## src/rtl/fp_sqrt_pkg.sv

```systemverilog
// Shared types and sizing for the floating-point square root.
// FP_SQRT_ROUND_EN adds one extra root bit for round-to-nearest.
package fp_sqrt_pkg;

  localparam int unsigned EXP_W = 8;
  localparam int unsigned MAN_W = 7;
  localparam logic [EXP_W-1:0] ZERO_EXP = 8'h80;

`ifdef FP_SQRT_ROUND_EN
  localparam int unsigned ITERS = 9;
`else
  localparam int unsigned ITERS = 8;
`endif

  localparam int unsigned ROOT_W = ITERS;
  localparam int unsigned RAD_W  = 2 * ITERS;
  localparam int unsigned REM_W  = ITERS + 2;
  // Significand with one spare bit for the odd-exponent left shift
  localparam int unsigned SIG_W  = MAN_W + 2;
  localparam int unsigned CNT_W  = 4;

  typedef struct packed {
    logic             sign;
    logic [EXP_W-1:0] exp;
    logic [MAN_W-1:0] man;
  } fp16_t;

  typedef enum logic [1:0] {
    IDLE,
    PREP,
    ITER,
    DONE
  } state_t;

endpackage

```

## src/rtl/isqrt_unit.sv

```systemverilog
// Iterative restoring integer square root, one root bit per step.
module isqrt_unit
  import fp_sqrt_pkg::*;
(
  input  logic              clk,
  input  logic              rst,
  input  logic              load,
  input  logic              step,
  input  logic [RAD_W-1:0]  radicand,
  output logic [ROOT_W-1:0] root,
  output logic [REM_W-1:0]  rem
);

  logic [RAD_W-1:0] rad_q;
  logic [REM_W-1:0] rem_sh_c;
  logic [REM_W-1:0] trial_c;
  logic             fits_c;

  // Bring down the next two radicand bits and test 4*root+1 against them
  always_comb begin
    rem_sh_c = {rem[REM_W-3:0], rad_q[RAD_W-1 -: 2]};
    trial_c  = {root, 2'b01};
    fits_c   = (rem_sh_c >= trial_c);
  end

  always_ff @(posedge clk) begin
    if (rst) begin
      rad_q <= '0;
      root  <= '0;
      rem   <= '0;
    end else if (load) begin
      rad_q <= radicand;
      root  <= '0;
      rem   <= '0;
    end else if (step) begin
      rad_q <= {rad_q[RAD_W-3:0], 2'b00};
      root  <= {root[ROOT_W-2:0], fits_c};
      rem   <= fits_c ? (rem_sh_c - trial_c) : rem_sh_c;
    end
  end

endmodule

```

## src/rtl/floating_point_sqrt.sv

```systemverilog
// Square root of a 16-bit unbiased-exponent float: FSM, exponent halving and result packing.
// Define FP_SQRT_ROUND_EN for round-to-nearest instead of truncation.
module floating_point_sqrt
  import fp_sqrt_pkg::*;
(
  input  logic        clk,
  input  logic        rst,
  input  logic        sqrt_start,
  input  logic [15:0] num_i,
  output logic [15:0] res_o,
  output logic        valid_o,
  output logic        error_o
);

  state_t            state;
  state_t            state_nxt;
  fp16_t             num_q;
  logic [EXP_W-1:0]  exp_q;
  logic              zero_q;
  logic              neg_q;
  logic [CNT_W-1:0]  cnt_q;

  logic              accept_c;
  logic              load_c;
  logic              step_c;
  logic              op_zero_c;
  logic              op_neg_c;
  logic [SIG_W-1:0]  sig_c;
  logic [RAD_W-1:0]  rad_c;
  fp16_t             res_c;
  logic              err_c;
  logic              unused_c;

  logic [ROOT_W-1:0] root;
  logic [REM_W-1:0]  rem;

  always_ff @(posedge clk) begin
    if (rst) state <= IDLE;
    else     state <= state_nxt;
  end

  always_comb begin
    state_nxt = state;
    accept_c  = 1'b0;
    load_c    = 1'b0;
    step_c    = 1'b0;
    unique case (state)
      IDLE: if (sqrt_start) begin
        accept_c  = 1'b1;
        state_nxt = PREP;
      end
      PREP: begin
        load_c    = 1'b1;
        state_nxt = (op_zero_c || op_neg_c) ? DONE : ITER;
      end
      ITER: begin
        step_c = 1'b1;
        if (cnt_q == CNT_W'(ITERS - 1)) state_nxt = DONE;
      end
      DONE: if (sqrt_start) begin
        accept_c  = 1'b1;
        state_nxt = PREP;
      end
      default: state_nxt = IDLE;
    endcase
  end

  // Zero wins over sign; an odd exponent folds one factor of 2 into the significand
  always_comb begin
    op_zero_c = (num_q.exp == ZERO_EXP);
    op_neg_c  = num_q.sign && !op_zero_c;
    sig_c     = num_q.exp[0] ? {1'b1, num_q.man, 1'b0} : {1'b0, 1'b1, num_q.man};
    rad_c     = {sig_c, {(RAD_W - SIG_W){1'b0}}};
  end

  always_ff @(posedge clk) begin
    if (rst) begin
      num_q  <= '0;
      exp_q  <= '0;
      zero_q <= 1'b0;
      neg_q  <= 1'b0;
      cnt_q  <= '0;
    end else begin
      if (accept_c) num_q <= fp16_t'(num_i);
      if (load_c) begin
        exp_q  <= EXP_W'($signed(num_q.exp) >>> 1);
        zero_q <= op_zero_c;
        neg_q  <= op_neg_c;
        cnt_q  <= '0;
      end else if (step_c) begin
        cnt_q <= cnt_q + CNT_W'(1);
      end
    end
  end

  isqrt_unit u_isqrt (
    .clk      (clk),
    .rst      (rst),
    .load     (load_c),
    .step     (step_c),
    .radicand (rad_c),
    .root     (root),
    .rem      (rem)
  );

  // Remainder and the always-set root MSB carry no result information
  assign unused_c = ^{rem, root[ROOT_W-1]};

`ifdef FP_SQRT_ROUND_EN
  logic [ROOT_W-1:0] rnd_c;
`endif

  always_comb begin
    res_c = '0;
    err_c = 1'b0;
`ifdef FP_SQRT_ROUND_EN
    rnd_c = {1'b0, root[ROOT_W-1:1]} + ROOT_W'(root[0]);
`endif
    if (neg_q) begin
      err_c = 1'b1;
    end else if (zero_q) begin
      res_c.exp = ZERO_EXP;
    end else begin
`ifdef FP_SQRT_ROUND_EN
      if (rnd_c[ROOT_W-1]) begin
        res_c.exp = exp_q + EXP_W'(1);
      end else begin
        res_c.exp = exp_q;
        res_c.man = rnd_c[MAN_W-1:0];
      end
`else
      res_c.exp = exp_q;
      res_c.man = root[MAN_W-1:0];
`endif
    end
  end

  // Result publishes one cycle into DONE; a new request drops valid immediately
  always_ff @(posedge clk) begin
    if (rst) begin
      res_o   <= '0;
      valid_o <= 1'b0;
      error_o <= 1'b0;
    end else if (state == DONE && !sqrt_start) begin
      res_o   <= res_c;
      valid_o <= 1'b1;
      error_o <= err_c;
    end else begin
      valid_o <= 1'b0;
      error_o <= 1'b0;
    end
  end

endmodule

```

## config.mk

```make
export PLATFORM = sky130hd
export DESIGN_NAME = floating_point_sqrt
export DESIGN_NICKNAME = d
export VERILOG_FILES = /design/src/rtl/fp_sqrt_pkg.sv /design/src/rtl/isqrt_unit.sv /design/src/rtl/floating_point_sqrt.sv
export SDC_FILE = /design/constraint.sdc
export NUM_CORES = 1
export LEC_CHECK = 0
export ABC_AREA = 1
export BUFFER_PORTS_ARGS = -buffer_cell sky130_fd_sc_hd__buf_4
export CORE_ASPECT_RATIO = 0.6
export CORE_MARGIN = 4
export CORE_UTILIZATION = 30
export DETAILED_ROUTE_END_ITERATION = 8
export SYNTH_ARGS = -nofsm -noshare
export SYNTH_HDL_FRONTEND = slang
export SYNTH_SLANG_ARGS = --single-unit
```

## constraint.sdc

```tcl
create_clock -name clk -period 1.7 [get_ports clk]
set_clock_uncertainty 0.05 [all_clocks]
set_input_delay 0.255 -clock clk [delete_from_list [all_inputs] [get_ports clk]]
set_output_delay 0.255 -clock clk [all_outputs]
set_load 0.05 [all_outputs]
```

==> key figures, run 1 <==
CTS
  – Clock root cell: clkbuf_16
  – Clock tree sinks: 73
  – Clock buffer depth: 2
  – H-Tree Depth: 3
  – Clock transition at path regs: about 0.050 ns
  – Clock Latency Late Sink: about 0.33 ns
  – CTS tree: yes
  – Num CTS Buffers: 9

Setup path
  – Worst Path Max Fanout: 8
  – Setup crit end kind: flop
  – RR Endpoint: u_isqrt.rem[5]$_SDFFE_PP0N_
  – Reg2reg start: u_isqrt.rad_q[15]$_SDFFE_PP0P_
  – WP data required: around 1.9 ns
  – R2R Setup Slk: between 0.05 and 0.06 ns
  – Launch point of the worst path: u_isqrt.rad_q[15]$_SDFFE_PP0P_
  – R2r worst-path depth: 11
  – Setup Crit Path Kind: reg -> reg
  – Critical path startpoint category: flop
  – Crit path to: u_isqrt.rem[5]$_SDFFE_PP0N_
  – Worst EP arrival: 1.87 ns

Detailed routing
  – 1st-iter DRT viols: roughly 210
  – Drt pass-1 iters: 4
  – Routed length per instance: 12.7 um
  – Drt total wl: approximately 8000 um
  – Routed vias/inst: 4.69
  – DRC viols: 0
  – Total number of vias: ~3000
  – ANT nets after route: 0

Floorplan
  – Ports: 37
  – DIE WIDTH: approximately 140 um
  – Core Rows: 29
  – Die Area: approximately 13000 um^2
  – Initial Util: 30.9%
  – Die Height: roughly 89 um
  – Core Area: 10600 um^2

Logic synthesis
  – Top-count cell post-synth: nand2_1
  – Avg Inst Size Synth: 7.53 um^2
  – FFs w/ async S/R, synth: 0%
  – Synth top area share: 44.6%
  – Post-synth EDFFs: 0
  – Synth area leader: dfxtp_1
  – Synth cell types: 32
  – Synth Instances: about 440
  – Synth warn: 0
  – Cell Area, Synth: ~3300 um^2
  – Register area share after synthesis: between 40% and 50%
  – Syn_nets: approximately 470
  – Seq cells post-synth: 73
  – Area contributors post-synth: dfxtp_1 45%, a21oi_1 13%, nand2_1 9.6%
  – Ranking of synthesized cells by instance count: 84 x nand2_1, 82 x a21oi_1, 73 x dfxtp_1, 46 x inv_1, 40 x o21ai_0
  – Main flop type after synthesis: dfxtp_1

GRT
  – Pin count of the biggest net entering global routing: 33
  – Global-route wire length before repair: approximately 13000 um
  – GRT Total Usage: about an eighth
  – Number of global-route vias before repair: 2831
  – Initial antenna violation count: 0
  – Remaining global-route overflow: 0

Timing
  – Fin crit period: 1.65 ns
  – Fin crit share: 97.0%
  – RSZ-0062 raised after global routing: true
  – Final setup TNS: 0 ns
  – FMAX: 606 MHz
  – Finish-stage setup viols: 0
  – WHS: roughly 0.11 ns
  – Pins Over Slew Limit: 0
  – Setup slack after layout: ~0.050 ns
  – Final Hold Viols: 0

Cells and area
  – Fin cells: ~630
  – Area growth syn-to-layout: 32.5%
  – Filler Cell Count: ~1100
  – Layout cells sized above 1: a little over a quarter
  – Final nets: ~520
  – N_diodes: 0

Power and ir drop
  – Leak: approximately 1.8 nW
  – Total power: 9.06 mW
  – VDD IR max: approximately 0.94 mV
  – Pwr per Cell Area: approximately 2100 nW/um^2

Place
  – Port buffer count: 35
  – Placed Instances: between 600 and 700
  – Post-place setup slack: -0.0169 ns
  – Detailed-placement wirelength estimate: 5600 um
  – Final GP Congestion: approximately 0.85

Hold path
  – Type of the most critical hold path: in -> reg

Run status
  – Status: finished, final reports clean

Job
  – Number of max-cap violations: 0
area by class of cell:
cell class / instances / area, um^2 / area share, %
Timing Repair Buffer: 64 / 505 / 11.6
Multi-Input combinational cell: 290 / 1700 / 39.2
Tap cell: 139 / 174 / 4.01
Clock inverter: 3 / 42.5 / 0.980
Clock buffer: 11 / 243 / 5.59
Sequential cell: 73 / 1480 / 34.0
Inverter: 52 / 198 / 4.56
power by group:
part	total, mW	internal [mW]	switching (mW)
sequential	2.48	2.17	0.308
clock	1.84	1.16	0.681
combinational	4.75	1.93	2.81
sequential cells by signal, indices dropped and copies added, names as in the netlist:
name / count
exp_q: 7
u_isqrt.rad_q: 9
res_o: 15
num_q: 16
u_isqrt.root: 8
state: 2
cnt_q: 4
error_o: 1
neg_q: 1
u_isqrt.rem: 8
zero_q: 1
valid_o: 1
per-layer routing:
metal / up-vias / routed length, um / global-route usage (%) / share of wire (%)
met2: 44 / 3250 / 18.9 / 40
met4: 0 / 74 / 3.71 / 0.92
met3: 9 / 325 / 4.22 / 4.0
met1: 1360 / 4380 / 18.6 / 55
li1: 1551 / - / - / -
met5: - / 0 / 0 / 0
metrics by stage:
step                      cell area [um^2]  utilization (%)
after detailed placement              3850             36.3
final                                 4340             41.0
after floorplan                       3280                -
after CTS                             4170             39.3
after global placement                3850             36.3
after global routing                  4340             41.0
how the worst min path moves through the flow:
stage / startpoint / end / slack, ns / cells after the start
final: num_i[6] / num_q[6]$_SDFFE_PP0P_ / 0.11 / 3
after global placement: res_o[5]$_SDFFE_PP0P_ / res_o[5]$_SDFFE_PP0P_ / 0.40 / 2
after detailed placement: u_isqrt.rad_q[8]$_SDFFE_PP0P_ / u_isqrt.rad_q[8]$_SDFFE_PP0P_ / 0.41 / 2
after global routing: num_i[6] / num_q[6]$_SDFFE_PP0P_ / 0.13 / 3
after floorplan: rst / error_o$_SDFF_PP0_ / 0.28 / 1
after CTS: num_i[6] / num_q[6]$_SDFFE_PP0P_ / 0.10 / 3
logic make-up (layout without fill, tap and decap cells):
group	count (synthesis)	after routing	share of synthesized area, %
AO/OA/AOI/OAI	139	139	21.7
XOR/XNOR	3	3	0.802
adder cells (fa/ha/maj)	15	15	5.73
buffers and inverters	73	130	8.79
flip-flops	73	73	44.6
other	1	1	0.114
AND/OR/NAND/NOR	131	132	18.2
cell usage in the layout (no fill, tap or decap), types with 8 or more instances in the layout:
master	synthesis	routed
nor2_1	13	12
buf_4	2	62
o21ai_0	40	40
inv_2	6	9
inv_1	46	42
nand2_2	1	8
a21oi_1	82	78
nand3_1	15	13
ha_4	0	9
o21ai_1	10	10
nand2_1	84	77
dfxtp_2	0	11
clkbuf_16	0	9
dfxtp_1	73	62
critical path, stage by stage, from the launching register on:
cell     delay, ns
dfxtp_2       0.35
inv_1         0.12
ha_1          0.21
inv_1         0.05
nand2_1       0.07
nand2_1       0.09
nand3_2       0.08
nand2_4       0.16
nand2_4       0.10
nand2_2       0.09
nand3_2       0.08
a21oi_2       0.13
timing repair:
action                                  in CTS  in global routing
hold buffers                                 0                  0
pin swaps                                    0                 12
cloned                                       0                  1
endpoints found under the setup margin       7                 12
gates resized for setup                      4                 37
buffers inserted                             0                  2
Power figures use the tool's default switching activity.
==> inputs of run 2 (changes only) <==
--- a/config.mk
+++ b/config.mk
@@ -13,4 +13,5 @@
 export DETAILED_ROUTE_END_ITERATION = 8
 export SYNTH_ARGS = -nofsm -noshare
 export SYNTH_HDL_FRONTEND = slang
+export SYNTH_HIERARCHICAL = 1
 export SYNTH_SLANG_ARGS = --single-unit
==> key figures, run 2 <==
CTS
  – Cts hold-fix bufs: 0 (unchanged)
  – Clock tree sinks: 80 (was 73)
  – Clock Latency Late Sink: 0.33 ns (about the same)
  – Clock buffer depth: 2 (unchanged)
  – CTS tree: yes (unchanged)
  – Clock root cell: clkbuf_16 (unchanged)
  – H-Tree Depth: 3 (unchanged)
  – Clock transition at path regs: 0.06 ns (was 0.05 ns)
  – Num CTS Buffers: 9 (unchanged)

Setup path
  – Critical path startpoint category: flop (unchanged)
  – Setup Crit Path Kind: reg -> reg (unchanged)
  – R2R Setup Slk: 0.04 ns (was 0.05 ns)
  – WP data required: 1.88 ns (was 1.92 ns)
  – Setup crit end kind: flop (unchanged)
  – R2r worst-path depth: 12 (was 11)
  – Worst EP arrival: 1.84 ns (was 1.87 ns)
  – Worst Path Max Fanout: 6 (was 8)
  – Reg2reg start: u_isqrt/root[1]$_SDFFE_PP0P_ (was u_isqrt.rad_q[15]$_SDFFE_PP0P_)
  – RR Endpoint: u_isqrt/rem[0]$_SDFFE_PP0P_ (was u_isqrt.rem[5]$_SDFFE_PP0N_)

Floorplan
  – Die Area: 14000 um^2 (was 12700 um^2)
  – Initial Util: 31.4% (was 30.9%)
  – DIE WIDTH: 150 um (was 143 um)
  – Die Height: 93.2 um (was 88.9 um)
  – Ports: 37 (unchanged)
  – Core Area: 11600 um^2 (was 10600 um^2)
  – Core Rows: 30 (was 29)

GRT
  – Pin count of the biggest net entering global routing: 27 (was 33)
  – Initial antenna violation count: 0 (unchanged)
  – Remaining global-route overflow: 0 (unchanged)
  – GRT Total Usage: 13.8% (was 13.0%)
  – Number of global-route vias before repair: 3031 (was 2831)
  – Global-route wire length before repair: 15300 um (was 13200 um)

Timing
  – Finish-stage setup viols: 0 (unchanged)
  – WHS: 0.153 ns (was 0.110 ns)
  – Fin crit period: 1.66 ns (was 1.65 ns)
  – Final Hold Viols: 0 (unchanged)
  – Fin crit share: 97.8% (was 97.0%)
  – Pins Over Slew Limit: 0 (unchanged)
  – FMAX: 602 MHz (was 606 MHz)
  – Worst slew pin tran: 0.570 ns
  – Slew headroom: about three fifths
  – RSZ-0062 raised after global routing: true (unchanged)

Power and ir drop
  – VDD IR max: 0.904 mV (was 0.937 mV)
  – Leak: 2.05 nW (was 1.79 nW)
  – Clock group share of total power: 20.6% (was 20.3%)
  – Seq pwr share: 29.4% (was 27.3%)
  – Sw frac: 41.7% (was 42.0%)
  – Gate power share: 50.0% (was 52.4%)
  – Total power: 9.37 mW (was 9.06 mW)
  – Switching Power: 3.91 mW (was 3.80 mW)
  – Internal Pwr Total: 5.46 mW (was 5.26 mW)
  – Pwr per Cell Area: 1970 nW/um^2 (was 2090 nW/um^2)

Detailed routing
  – Total number of vias: 3320 (was 2964)
  – Routed vias/inst: 4.68 (was 4.69)
  – DRC viols: 0 (unchanged)
  – 1st-iter DRT viols: 275 (was 212)
  – Drt pass-1 iters: 5 (was 4)
  – ANT nets after route: 0 (unchanged)
  – Drt total wl: 9370 um (was 8030 um)
  – Routed length per instance: 13.2 um (was 12.7 um)

Place
  – Detailed-placement wirelength estimate: 6700 um (was 5600 um)
  – Final GP Congestion: 0.907 (was 0.850)
  – Placed Instances: 691 (was 615)
  – Port buffer count: 35 (unchanged)

Hold path
  – Type of the most critical hold path: in -> reg (unchanged)
  – Hold EP: num_q[3]$_SDFFE_PP0P_ (was num_q[6]$_SDFFE_PP0P_)
  – Hold Path Depth: 3 (unchanged)
  – Hold_sp: num_i[3] (was num_i[6])

Cells and area
  – N_diodes: 0 (unchanged)
  – Area occupied by multi-input gates: 1890 um^2 (was 1700 um^2)
  – Area growth syn-to-layout: 31.1% (was 32.5%)
  – Commonest non-fill, non-tap cells in the layout: 84 x nand2_1, 68 x dfxtp_1, 68 x buf_4 (was 78 x a21oi_1, 77 x nand2_1, 62 x dfxtp_1, 62 x buf_4, 42 x inv_1)
  – Layout cells sized above 1: 26.4% (about the same)
  – Regs by FF count: num_q x16, u_isqrt/rad_q x16, res_o x15 (was num_q x16, res_o x15, u_isqrt.rad_q x9)
  – Fin cells: 710 (was 632)
  – FF+latch area: 1620 um^2 (was 1480 um^2)
  – Filler Cell Count: 1193 (was 1088)
  – Final nets: 579 (was 524)
  – Commonest non-fill, non-tap cell in the layout: nand2_1 (was a21oi_1)

Logic synthesis
  – Synth warn: 6 (was 0)
  – Cell Area, Synth: 3630 um^2 (was 3280 um^2)
  – Synth Instances: 479 (was 435)
  – Avg Inst Size Synth: 7.58 um^2 (was 7.53 um^2)

Job
  – Number of max-cap violations: 0 (unchanged)

Run status
  – Status: finished, final reports clean (unchanged)
==> run 2: how the worst max path moves through the flow <==
stage | startpoint | endpoint | cells past startpoint
final | u_isqrt/root[1]$_SDFFE_PP0P_ | u_isqrt/rem[0]$_SDFFE_PP0P_ | 12
after global routing | u_isqrt/rem[5]$_SDFFE_PP0P_ | u_isqrt/rem[0]$_SDFFE_PP0P_ | 11
after CTS | u_isqrt/root[3]$_SDFFE_PP0P_ | u_isqrt/rem[0]$_SDFFE_PP0P_ | 10
after detailed placement | u_isqrt/root[2]$_SDFFE_PP0P_ | u_isqrt/rem[4]$_SDFFE_PP0P_ | 10
after global placement | u_isqrt/root[5]$_SDFFE_PP0P_ | u_isqrt/rem[0]$_SDFFE_PP0P_ | 12
after floorplan | u_isqrt/root[1]$_SDFFE_PP0P_ | u_isqrt/rem[5]$_SDFFE_PP0P_ | 13
==> run 2: metrics by stage <==
stage | setup slack [ns] | utilization (%) | area (um^2) | TNS (ns)
2_1_floorplan | 0.0149 | - | 3660 | 0
3_3_place_gp | -0.00542 | 36.7 | 4240 | -0.00542
3_5_place_dp | -0.00650 | 36.7 | 4240 | -0.00736
4_1_cts | -0.000473 | 39.5 | 4570 | -0.000473
5_1_grt | -0.0993 | 41.2 | 4760 | -0.190
6_report | 0.0381 | 41.2 | 4760 | 0
==> run 2: critical path, cell delays in order (launching register included) <==
cell	delay, ns
dfxtp_1	0.35
inv_2	0.06
ha_4	0.24
nand2_2	0.09
nor2_1	0.04
nand3_1	0.08
nand2_2	0.09
nor2_8	0.17
nand2_4	0.09
nand2_1	0.06
nand2_1	0.05
o21ai_1	0.13
inv_1	0.05
==> run 2: power by group through the flow <==
stage | Sequential (mW) | Combinational [mW] | Clock, mW
after CTS | 2.70 | 4.08 | 1.98
after global placement | 2.72 | 3.93 | 0
after floorplan | 2.67 | 2.94 | 0
after global routing | 2.80 | 5.22 | 2.07
final | 2.75 | 4.69 | 1.93
after detailed placement | 2.72 | 3.99 | 0
==> run 2: layout make-up <==
type,instances,share of cell area [%]
Tap cell,160,4.20
Multi-Input combinational cell,327,39.8
Clock inverter,6,1.44
Timing Repair Buffer,71,11.4
Inverter,56,4.41
Sequential cell,80,33.9
Clock buffer,10,4.81
==> run 2: routing by layer <==
layer,GRT usage (%),wire length (um),vias up
met3,4.12,502,4
met5,0,0,-
met2,17.9,3600,76
met4,3.88,55,0
met1,21.3,5210,1526
li1,-,-,1714
==> run 2: timing repair <==
item,in CTS,in global routing
cloned,0,1
resized for setup,6,49
pin swaps,0,15
buffers inserted,0,2
endpoints found under the setup margin,5,19
